===== src/rtl/snitch_tcdm_bank_amo.sv =====
// Per-bank TCDM stage: passes loads/stores to a single-port SRAM and executes
// atomic memory operations as a two-cycle read-modify-write sequence.
module snitch_tcdm_bank_amo #(
  parameter int unsigned AddrWidth = 10,
  parameter int unsigned DataWidth = 32,
  parameter int unsigned StrbWidth = DataWidth / 8
) (
  input  logic                 clk_i,
  input  logic                 rst_ni,
  input  logic                 q_valid_i,
  output logic                 q_ready_o,
  input  logic [AddrWidth-1:0] q_addr_i,
  input  logic                 q_write_i,
  input  logic [3:0]           q_amo_i,
  input  logic [DataWidth-1:0] q_data_i,
  input  logic [StrbWidth-1:0] q_strb_i,
  output logic [DataWidth-1:0] p_data_o,
  output logic                 p_valid_o,
  output logic                 sram_req_o,
  output logic                 sram_we_o,
  output logic [AddrWidth-1:0] sram_addr_o,
  output logic [DataWidth-1:0] sram_wdata_o,
  output logic [StrbWidth-1:0] sram_be_o,
  input  logic [DataWidth-1:0] sram_rdata_i
);

  typedef enum logic [3:0] {
    AMO_NONE = 4'd0,
    AMO_SWAP = 4'd1,
    AMO_ADD  = 4'd2,
    AMO_AND  = 4'd3,
    AMO_OR   = 4'd4,
    AMO_XOR  = 4'd5,
    AMO_MAX  = 4'd6,
    AMO_MAXU = 4'd7,
    AMO_MIN  = 4'd8,
    AMO_MINU = 4'd9
  } amo_op_e;

  typedef enum logic {
    IDLE,
    AMO_WB
  } state_e;

  state_e                 state_q;
  logic [AddrWidth-1:0]   amo_addr_q;
  logic [3:0]             amo_op_q;
  logic [DataWidth-1:0]   amo_operand_q;
  logic [StrbWidth-1:0]   amo_strb_q;
  logic                   is_amo;
  logic [DataWidth-1:0]   amo_result;

  // Opcodes 10-15 are not atomics; such requests behave as plain loads/stores.
  assign is_amo = (q_amo_i >= AMO_SWAP) && (q_amo_i <= AMO_MINU);

  // The old value arrives on sram_rdata_i in the write-back cycle.
  always_comb begin
    amo_result = amo_operand_q;
    case (amo_op_q)
      AMO_SWAP: amo_result = amo_operand_q;
      AMO_ADD:  amo_result = sram_rdata_i + amo_operand_q;
      AMO_AND:  amo_result = sram_rdata_i & amo_operand_q;
      AMO_OR:   amo_result = sram_rdata_i | amo_operand_q;
      AMO_XOR:  amo_result = sram_rdata_i ^ amo_operand_q;
      AMO_MAX:  amo_result = ($signed(sram_rdata_i) > $signed(amo_operand_q)) ? sram_rdata_i : amo_operand_q;
      AMO_MAXU: amo_result = (sram_rdata_i > amo_operand_q) ? sram_rdata_i : amo_operand_q;
      AMO_MIN:  amo_result = ($signed(sram_rdata_i) < $signed(amo_operand_q)) ? sram_rdata_i : amo_operand_q;
      AMO_MINU: amo_result = (sram_rdata_i < amo_operand_q) ? sram_rdata_i : amo_operand_q;
      default:  amo_result = amo_operand_q;
    endcase
  end

  // NOTE: every output gets a default before the state override so no latch is inferred.
  always_comb begin
    q_ready_o    = 1'b1;
    sram_req_o   = q_valid_i;
    sram_we_o    = q_write_i & ~is_amo;
    sram_addr_o  = q_addr_i;
    sram_wdata_o = q_data_i;
    sram_be_o    = q_strb_i;
    if (state_q == AMO_WB) begin
      q_ready_o    = 1'b0;
      sram_req_o   = 1'b1;
      sram_we_o    = 1'b1;
      sram_addr_o  = amo_addr_q;
      sram_wdata_o = amo_result;
      sram_be_o    = amo_strb_q;
    end
  end

  assign p_data_o = sram_rdata_i;

  // NOTE: sequential state uses non-blocking assignments only; the AMO latches
  // are small registers, not a memory, so resetting them costs nothing.
  always_ff @(posedge clk_i or negedge rst_ni) begin
    if (!rst_ni) begin
      state_q       <= IDLE;
      p_valid_o     <= 1'b0;
      amo_addr_q    <= '0;
      amo_op_q      <= '0;
      amo_operand_q <= '0;
      amo_strb_q    <= '0;
    end else begin
      p_valid_o <= q_valid_i & q_ready_o;
      case (state_q)
        IDLE: begin
          if (q_valid_i && is_amo) begin
            amo_addr_q    <= q_addr_i;
            amo_op_q      <= q_amo_i;
            amo_operand_q <= q_data_i;
            amo_strb_q    <= q_strb_i;
            state_q       <= AMO_WB;
          end
        end
        AMO_WB:  state_q <= IDLE;
        default: state_q <= IDLE;
      endcase
    end
  end

endmodule


===== config.mk =====
export PLATFORM = sky130hd
export DESIGN_NAME = snitch_tcdm_bank_amo
export DESIGN_NICKNAME = d
export VERILOG_FILES = /design/src/rtl/snitch_tcdm_bank_amo.sv
export SDC_FILE = /design/constraint.sdc
export NUM_CORES = 1
export LEC_CHECK = 0
export ABC_AREA = 1
export CAP_MARGIN = 5
export CORE_UTILIZATION = 30
export CTS_CLUSTER_DIAMETER = 80
export DETAILED_ROUTE_END_ITERATION = 12
export GPL_TIMING_DRIVEN = 0
export HOLD_SLACK_MARGIN = 0.08
export PLACE_DENSITY = 0.59
export SLEW_MARGIN = 20
export SYNTH_ARGS = -nofsm -noshare
export SYNTH_HDL_FRONTEND = slang
export SYNTH_SLANG_ARGS = --single-unit

===== constraint.sdc =====
create_clock -name clk_i -period 3.3 [get_ports clk_i]
set_clock_uncertainty 0.2 [all_clocks]
set_input_delay 0.66 -clock clk_i [delete_from_list [all_inputs] [get_ports clk_i]]
set_output_delay 0.66 -clock clk_i [all_outputs]
set_load 0.005 [all_outputs]

Word level (Yosys, flattened, before mapping)
Index checks and enable logic that the tools add are counted.

storage, ports and cells
  memory bits (read-only) = 0
  register bits = 52
  input port bits = 86
  word-level logic and storage cells = 44
  bits in latches = 0
  output and inout port bits = 82
  memory bits (writable) = 0
  memories kept = 0

cells by class
  shifts and indexed selects = 0
  equal/unequal tests = 8
  bitwise operators = 7
  add/sub/neg operators = 1
  magnitude comparators = 6
  divide/modulo/power cells = 0
  muxes and demuxes = 13
  reductions and logical operators = 3
  multipliers = 0

operator list
  cell                                                                    number
  32-bit one-hot mux with 8 select lines                                  1
  32-bit 2-to-1 mux                                                       5
  32-bit > comparator                                                     2
  32-bit less-than comparator                                             2
  32-bit adder                                                            1
  32-bit AND                                                              1
  32-bit OR                                                               1
  32-bit bitwise XOR                                                      1
  4-bit by 3-bit == test with 1-bit output (second input constant)        4
  10-bit 2-to-1 mux                                                       1
  4-bit by 2-bit == test with 1-bit output (second input constant)        2
  4-bit == test (second input constant)                                   2
  4-bit by 1-bit >= comparator with 1-bit output (second input constant)  1
  4-bit less-or-equal comparator (second input constant)                  1
  1-bit 2-to-1 mux                                                        4
  4-bit 2-to-1 mux                                                        1
  1-bit AND                                                               2
  1-bit logical AND                                                       2
  1-bit inverter                                                          2
  1-bit one-hot mux with 2 select lines                                   1
  2-bit AND reduction                                                     1

Depth between registers and ports, before layout
Gate-level depths: netlist of run 1.

  depth after elaboration = 5
  depth in mapped cells = 22
  gate-level depth less buffers = 21

Worst setup path after synthesis of run 1
Ideal clock, no wire load.

  path type = input port to output port
  start point = input port sram_rdata_i[29]
  end point = output port sram_wdata_o[18]
  path slack = -216 ps
  arrival time = 2656 ps
  data required time = 2440 ps
  cell stages on the path = 17
  buffers on the path = 2
  cell sequence = inv_1 -> ha_1 -> inv_1 -> nand3_1 -> nor2_2 -> and3_1 -> nand2_2 -> nand2_2 -> buf_4 -> buf_2 -> nand2_1 -> o211ai_1 -> nand2_1 -> nor2_1 -> nand3_1 -> nand2_1 -> nand2_1

between the ends
  cells in the longest elaborated chain, start to end = 4
  elaborated cells on any way between the ends = 10
  classes of those cells = order compare (4); mux (6)

ends and longest elaborated chain
  item                                                       line  RTL
  from (decl)                                                24    input logic [DataWidth-1:0] sram_rdata_i
  32-bit less-than comparator, or another cell as far along  68    AMO_MINU: amo_result = (sram_rdata_i < amo_operand_q) ? sram_rdata_i : amo_operand_q;
  32-bit 2-to-1 mux (on tied branches)                       --
  32-bit one-hot mux with 8 select lines (*)                 59    case (amo_op_q)
  32-bit 2-to-1 mux (*)                                      81    if (state_q == AMO_WB) begin
  to (decl)                                                  22    output logic [DataWidth-1:0] sram_wdata_o,

Mark *: on every way between the ends. The rest lies on a longest branch, timed or not.

Final worst setup path of run 1
  start point = register amo_operand_q[19]
  end point = output port sram_wdata_o[19]

between the ends
  cells in the longest elaborated chain, start to end = 4
  elaborated cells on any way between the ends = 14
  classes of those cells = add/sub (1); order compare (4); mux (6); bitwise (3)

ends and longest elaborated chain
  item                                                       line  RTL
  from (decl)                                                48    logic [DataWidth-1:0] amo_operand_q;
  from (signal assigned)                                     110   amo_operand_q <= q_data_i;
  32-bit less-than comparator, or another cell as far along  68
  32-bit 2-to-1 mux (on tied branches)                       --
  32-bit one-hot mux with 8 select lines (*)                 59
  32-bit 2-to-1 mux (*)                                      81

Marks and branches as above.

==> run summary, run 1 <==
Run status: finished, violations left
Violations in the final reports: setup timing
Source of the worst register-to-register timing path: state_q$_DFF_PN0_
Average wire per cell in the routed design: 21.36 um
Register bit count reported by yosys: 52
Number of max-slew violations in the final report: 0
Number of global-route vias before repair: 12,190
Clk sink count: 52
Kind of critical path: register to output port
Area fraction in compound gates after synthesis: 0.1710
Destination of the critical timing path: sram_wdata_o[19]
Number of input and output port buffers inserted: 167
I/O pin cnt: 168
Clock-pin slew on the worst setup and hold paths: 0.11 ns
Mapped Area: 9329 sq um
Aggregate negative setup slack: -24.52 ns
Clock tree from TritonCTS: yes
Share of cells above drive strength 1: 0.2795
TritonCTS Buffers: 5
Synth area leaders: sky130_fd_sc_hd__nand2_1 (20%), sky130_fd_sc_hd__dfrtp_1 (14%), sky130_fd_sc_hd__ha_1 (13%)
Share of synthesized cell area in and, or, nand and nor gates: 0.4238
Post-synthesis mux area share: 0
Req. time, crit path: 2.44 ns
FF-to-FF End: amo_operand_q[15]$_DFFE_PN0P_
Number of enable flip-flop cells after synthesis: 0
Adder-cell share of the synthesized area: 0.1309
Setup slack of the worst register-to-register path: 1.10 ns
Final #Nets: 2,157
Number of warnings issued by yosys: 0
Total DRC errors in the routed layout: 0
Number of diodes added for antenna fixing: 0
Site Rows: 64
Per-instance average area after synthesis: 5.583 sq um
Leakage dissipation: 0.006783 uW
Time the final worst path needs with I/O delays and setup: 4.187 ns
Worst Setup SP: amo_operand_q[19]$_DFFE_PN0P_
Top cells by count, synth: sky130_fd_sc_hd__nand2_1 (506), sky130_fd_sc_hd__nand3_1 (238), sky130_fd_sc_hd__inv_1 (171)
CTS root buffer: sky130_fd_sc_hd__clkbuf_16
Synthesized netlist net count: 1,854
GRT overflow: 0
Headroom to the max-slew limit: 0.2450
Count of different cell masters after synthesis: 38
Total via count after detailed routing: 13,290
Initial Utilization: 0.3050
Dominant cell type by area after synthesis: sky130_fd_sc_hd__nand2_1
Most common cell in the netlist: sky130_fd_sc_hd__nand2_1
Highest achievable clock rate: 238.8 MHz
Worst hold stages: 2
Die boundary width: 178.3 um
Number of setup violations in the final report: 32
Antenna viol nets, final: 0
Area Growth Syn to Fin: 54.95%
Clock latency on the worst-skew pair: 0.33 ns
Area of the die: 31,810 sq um
First-pass GRT wire length: 73,500 um
GRT Resource Usage Total: 0.3113
Share of the yosys chip area belonging to registers: 0.1395
Final wirelength: 50,650 um
Transition at the pin with the smallest max-transition slack: 1.132 ns
Total power density per cell area: 528.2 nW/um^2
Final worst-path setup slack: -0.8875 ns
Pin count of the biggest net entering global routing: 37
Number of antenna violations at the first check in global routing: 2
Number of levels in the clock H-tree: 2
Dominant combinational cell family by area after synthesis: simple AND/OR/NAND/NOR gates
Placed Cells incl. Taps: 2,235
Top fanout value on the critical path: 5
Category of the worst setup path capture point: output port
Final Hold Fails: 0
DRC marker count from the first detailed-route iteration: 1,367
Critical Path AT: 3.33 ns
Synth top area share: 0.2036
Core outline area: 30,590 sq um
RSZ-0062 raised after global routing: true
Synthesized instance count: 1,671
Highest ir drop seen on vdd: 301.6 uV
HPWL after detailed placement: 35,230 um
Number of standard cells in the layout, taps in and fillers out: 2,371
Commonest register cell after synthesis: sky130_fd_sc_hd__dfrtp_1
Drt pass-1 iters: 6
Final weighted congestion in routability-driven placement: 1.021
Class of the tightest hold or removal check: register to register
Max-cap violation count: 0
Buffers from clock root to sink, at most: 2
Power Total: 7636 uW
Worst-case reg-to-reg path depth: 6
Vert. Die Dim: 178.3 um
Period Utilization, post-route: 1.269
CP Launch Type: register
Xor-xnor portion of the synthesized cell area: 0.001878
FFs w/ async S/R, synth: 1.000
Drt via density: 5.603
-- worst max-delay path, cell delays in order, from the launching register on --
cell                         delay (ns)
sky130_fd_sc_hd__dfrtp_1           0.42
sky130_fd_sc_hd__clkinvlp_4        0.15
sky130_fd_sc_hd__ha_4              0.34
sky130_fd_sc_hd__inv_4             0.04
sky130_fd_sc_hd__a21oi_2           0.13
sky130_fd_sc_hd__nand2_1           0.09
sky130_fd_sc_hd__nand2_1           0.09
sky130_fd_sc_hd__nand2_2           0.07
sky130_fd_sc_hd__a21oi_4           0.19
sky130_fd_sc_hd__buf_12            0.15
sky130_fd_sc_hd__buf_12            0.12
sky130_fd_sc_hd__nand2_8           0.07
sky130_fd_sc_hd__buf_4             0.14
sky130_fd_sc_hd__buf_6             0.13
sky130_fd_sc_hd__buf_6             0.12
sky130_fd_sc_hd__o21ai_2           0.12
sky130_fd_sc_hd__o21ai_1           0.07
sky130_fd_sc_hd__nor2_1            0.19
sky130_fd_sc_hd__nand3_2           0.12
sky130_fd_sc_hd__nand2_2           0.07
sky130_fd_sc_hd__nand2_1           0.05
sky130_fd_sc_hd__buf_2             0.12
-- worst min-delay path by stage --
| stage | start | to | slack, ns |
|---|---|---|---|
| CTS | amo_addr_q[7]$_DFFE_PN0P_ | amo_addr_q[7]$_DFFE_PN0P_ | 0.30 |
| finish | amo_strb_q[3]$_DFFE_PN0P_ | amo_strb_q[3]$_DFFE_PN0P_ | 0.29 |
| global route | amo_strb_q[0]$_DFFE_PN0P_ | amo_strb_q[0]$_DFFE_PN0P_ | 0.31 |
| global placement | amo_strb_q[3]$_DFFE_PN0P_ | amo_strb_q[3]$_DFFE_PN0P_ | 0.27 |
| detailed placement | amo_addr_q[7]$_DFFE_PN0P_ | amo_addr_q[7]$_DFFE_PN0P_ | 0.27 |
| floorplan | rst_ni | amo_addr_q[0]$_DFFE_PN0P_ | 0.16 |
-- power breakdown --
part | switching (uW) | leakage [uW] | internal (uW) | total [uW]
clock | 375 | 0.0000708 | 292 | 667
combinational | 3550 | 0.00607 | 2540 | 6080
sequential | 125 | 0.000641 | 759 | 884
-- kinds of logic (layout without fill, tap and decap cells) --
family | after synthesis | after routing
AO/OA/AOI/OAI | 284 | 284
XOR/XNOR | 2 | 2
adder cells (fa/ha/maj) | 97 | 97
buffers and inverters | 290 | 593
flip-flops | 52 | 52
AND/OR/NAND/NOR | 946 | 947
-- per-layer routing --
| layer | up-vias | wire [um] | global-route usage |
|---|---|---|---|
| li1 | 6085 | - | - |
| met1 | 6222 | 20960 | 0.4132 |
| met2 | 806 | 22210 | 0.4824 |
| met3 | 170 | 5009 | 0.05563 |
| met4 | 2 | 2459 | 0.1525 |
| met5 | - | 11 | 0 |
-- area by class of cell --
type / instances / area [sq um]
fillers: 3197 / 16130
multi-input cells: 1330 / 8105
repair buffers: 304 / 2873
flip-flops and latches: 52 / 1303
plain buffers: 104 / 790.8
inverters: 177 / 738.2
well taps: 396 / 495.5
clock buffers: 5 / 125.1
clock inverters: 3 / 25.02
-- state kept, by name (all words and copies together), names as in the netlist --
register	flops
amo_strb_q	4
amo_addr_q	10
p_valid_o	1
amo_operand_q	32
state_q	1
amo_op_q	4
-- cell usage in the layout, fill, tap and decap left out, drive strengths merged --
cell,count
dfrtp,52
a221oi,13
nand3b,2
clkbuf,67
xnor2,1
nand3,238
or2,2
nand2,509
a32oi,1
nand4,19
a211oi,7
inv,173
a21boi,1
nor2,153
buf,238
o211ai,1
o21bai,11
clkdlybuf4s50,102
o21ai,127
o21a,3
nor4,3
a21o,4
o22ai,10
fa,1
xor2,1
and2,1
and3,2
dlygate4sd3,1
nor3,18
a21oi,98
clkdlybuf4s15,4
clkinv,4
clkinvlp,3
ha,96
o221ai,8
dlymetal6s2s,1
-- repair_timing --
item,in CTS,in global routing
pin swaps,87,113
hold buffers,1,0
setup endpoints to repair,43,32
endpoints found under the hold margin,16,0
gates resized for setup,584,146
buffers inserted,93,42
cloned,11,1
-- per-stage QoR --
step / util / area, sq um / hold WS (ns) / worst slack [ns]
floorplan: - / 9635 / 0.1644 / -0.03113
global placement: 0.3858 / 11800 / 0.2680 / -2.023
detailed placement: 0.3864 / 11820 / 0.2740 / -2.006
CTS: 0.4581 / 14010 / 0.2970 / -0.9028
global route: 0.4726 / 14460 / 0.3146 / -0.9855
finish: 0.4726 / 14460 / 0.2946 / -0.8875
Note: power is estimated with default switching activity, not from simulation.
==> run 2: changes to the inputs <==
--- a/config.mk
+++ b/config.mk
@@ -6,7 +6,7 @@
 export NUM_CORES = 1
 export LEC_CHECK = 0
 export ABC_AREA = 1
-export CAP_MARGIN = 5
+export CAP_MARGIN = 20
 export CORE_UTILIZATION = 30
 export CTS_CLUSTER_DIAMETER = 80
 export DETAILED_ROUTE_END_ITERATION = 12
==> results of run 2 <==
Same layout as run 1: the final DEF is identical, and so are final timing and power.
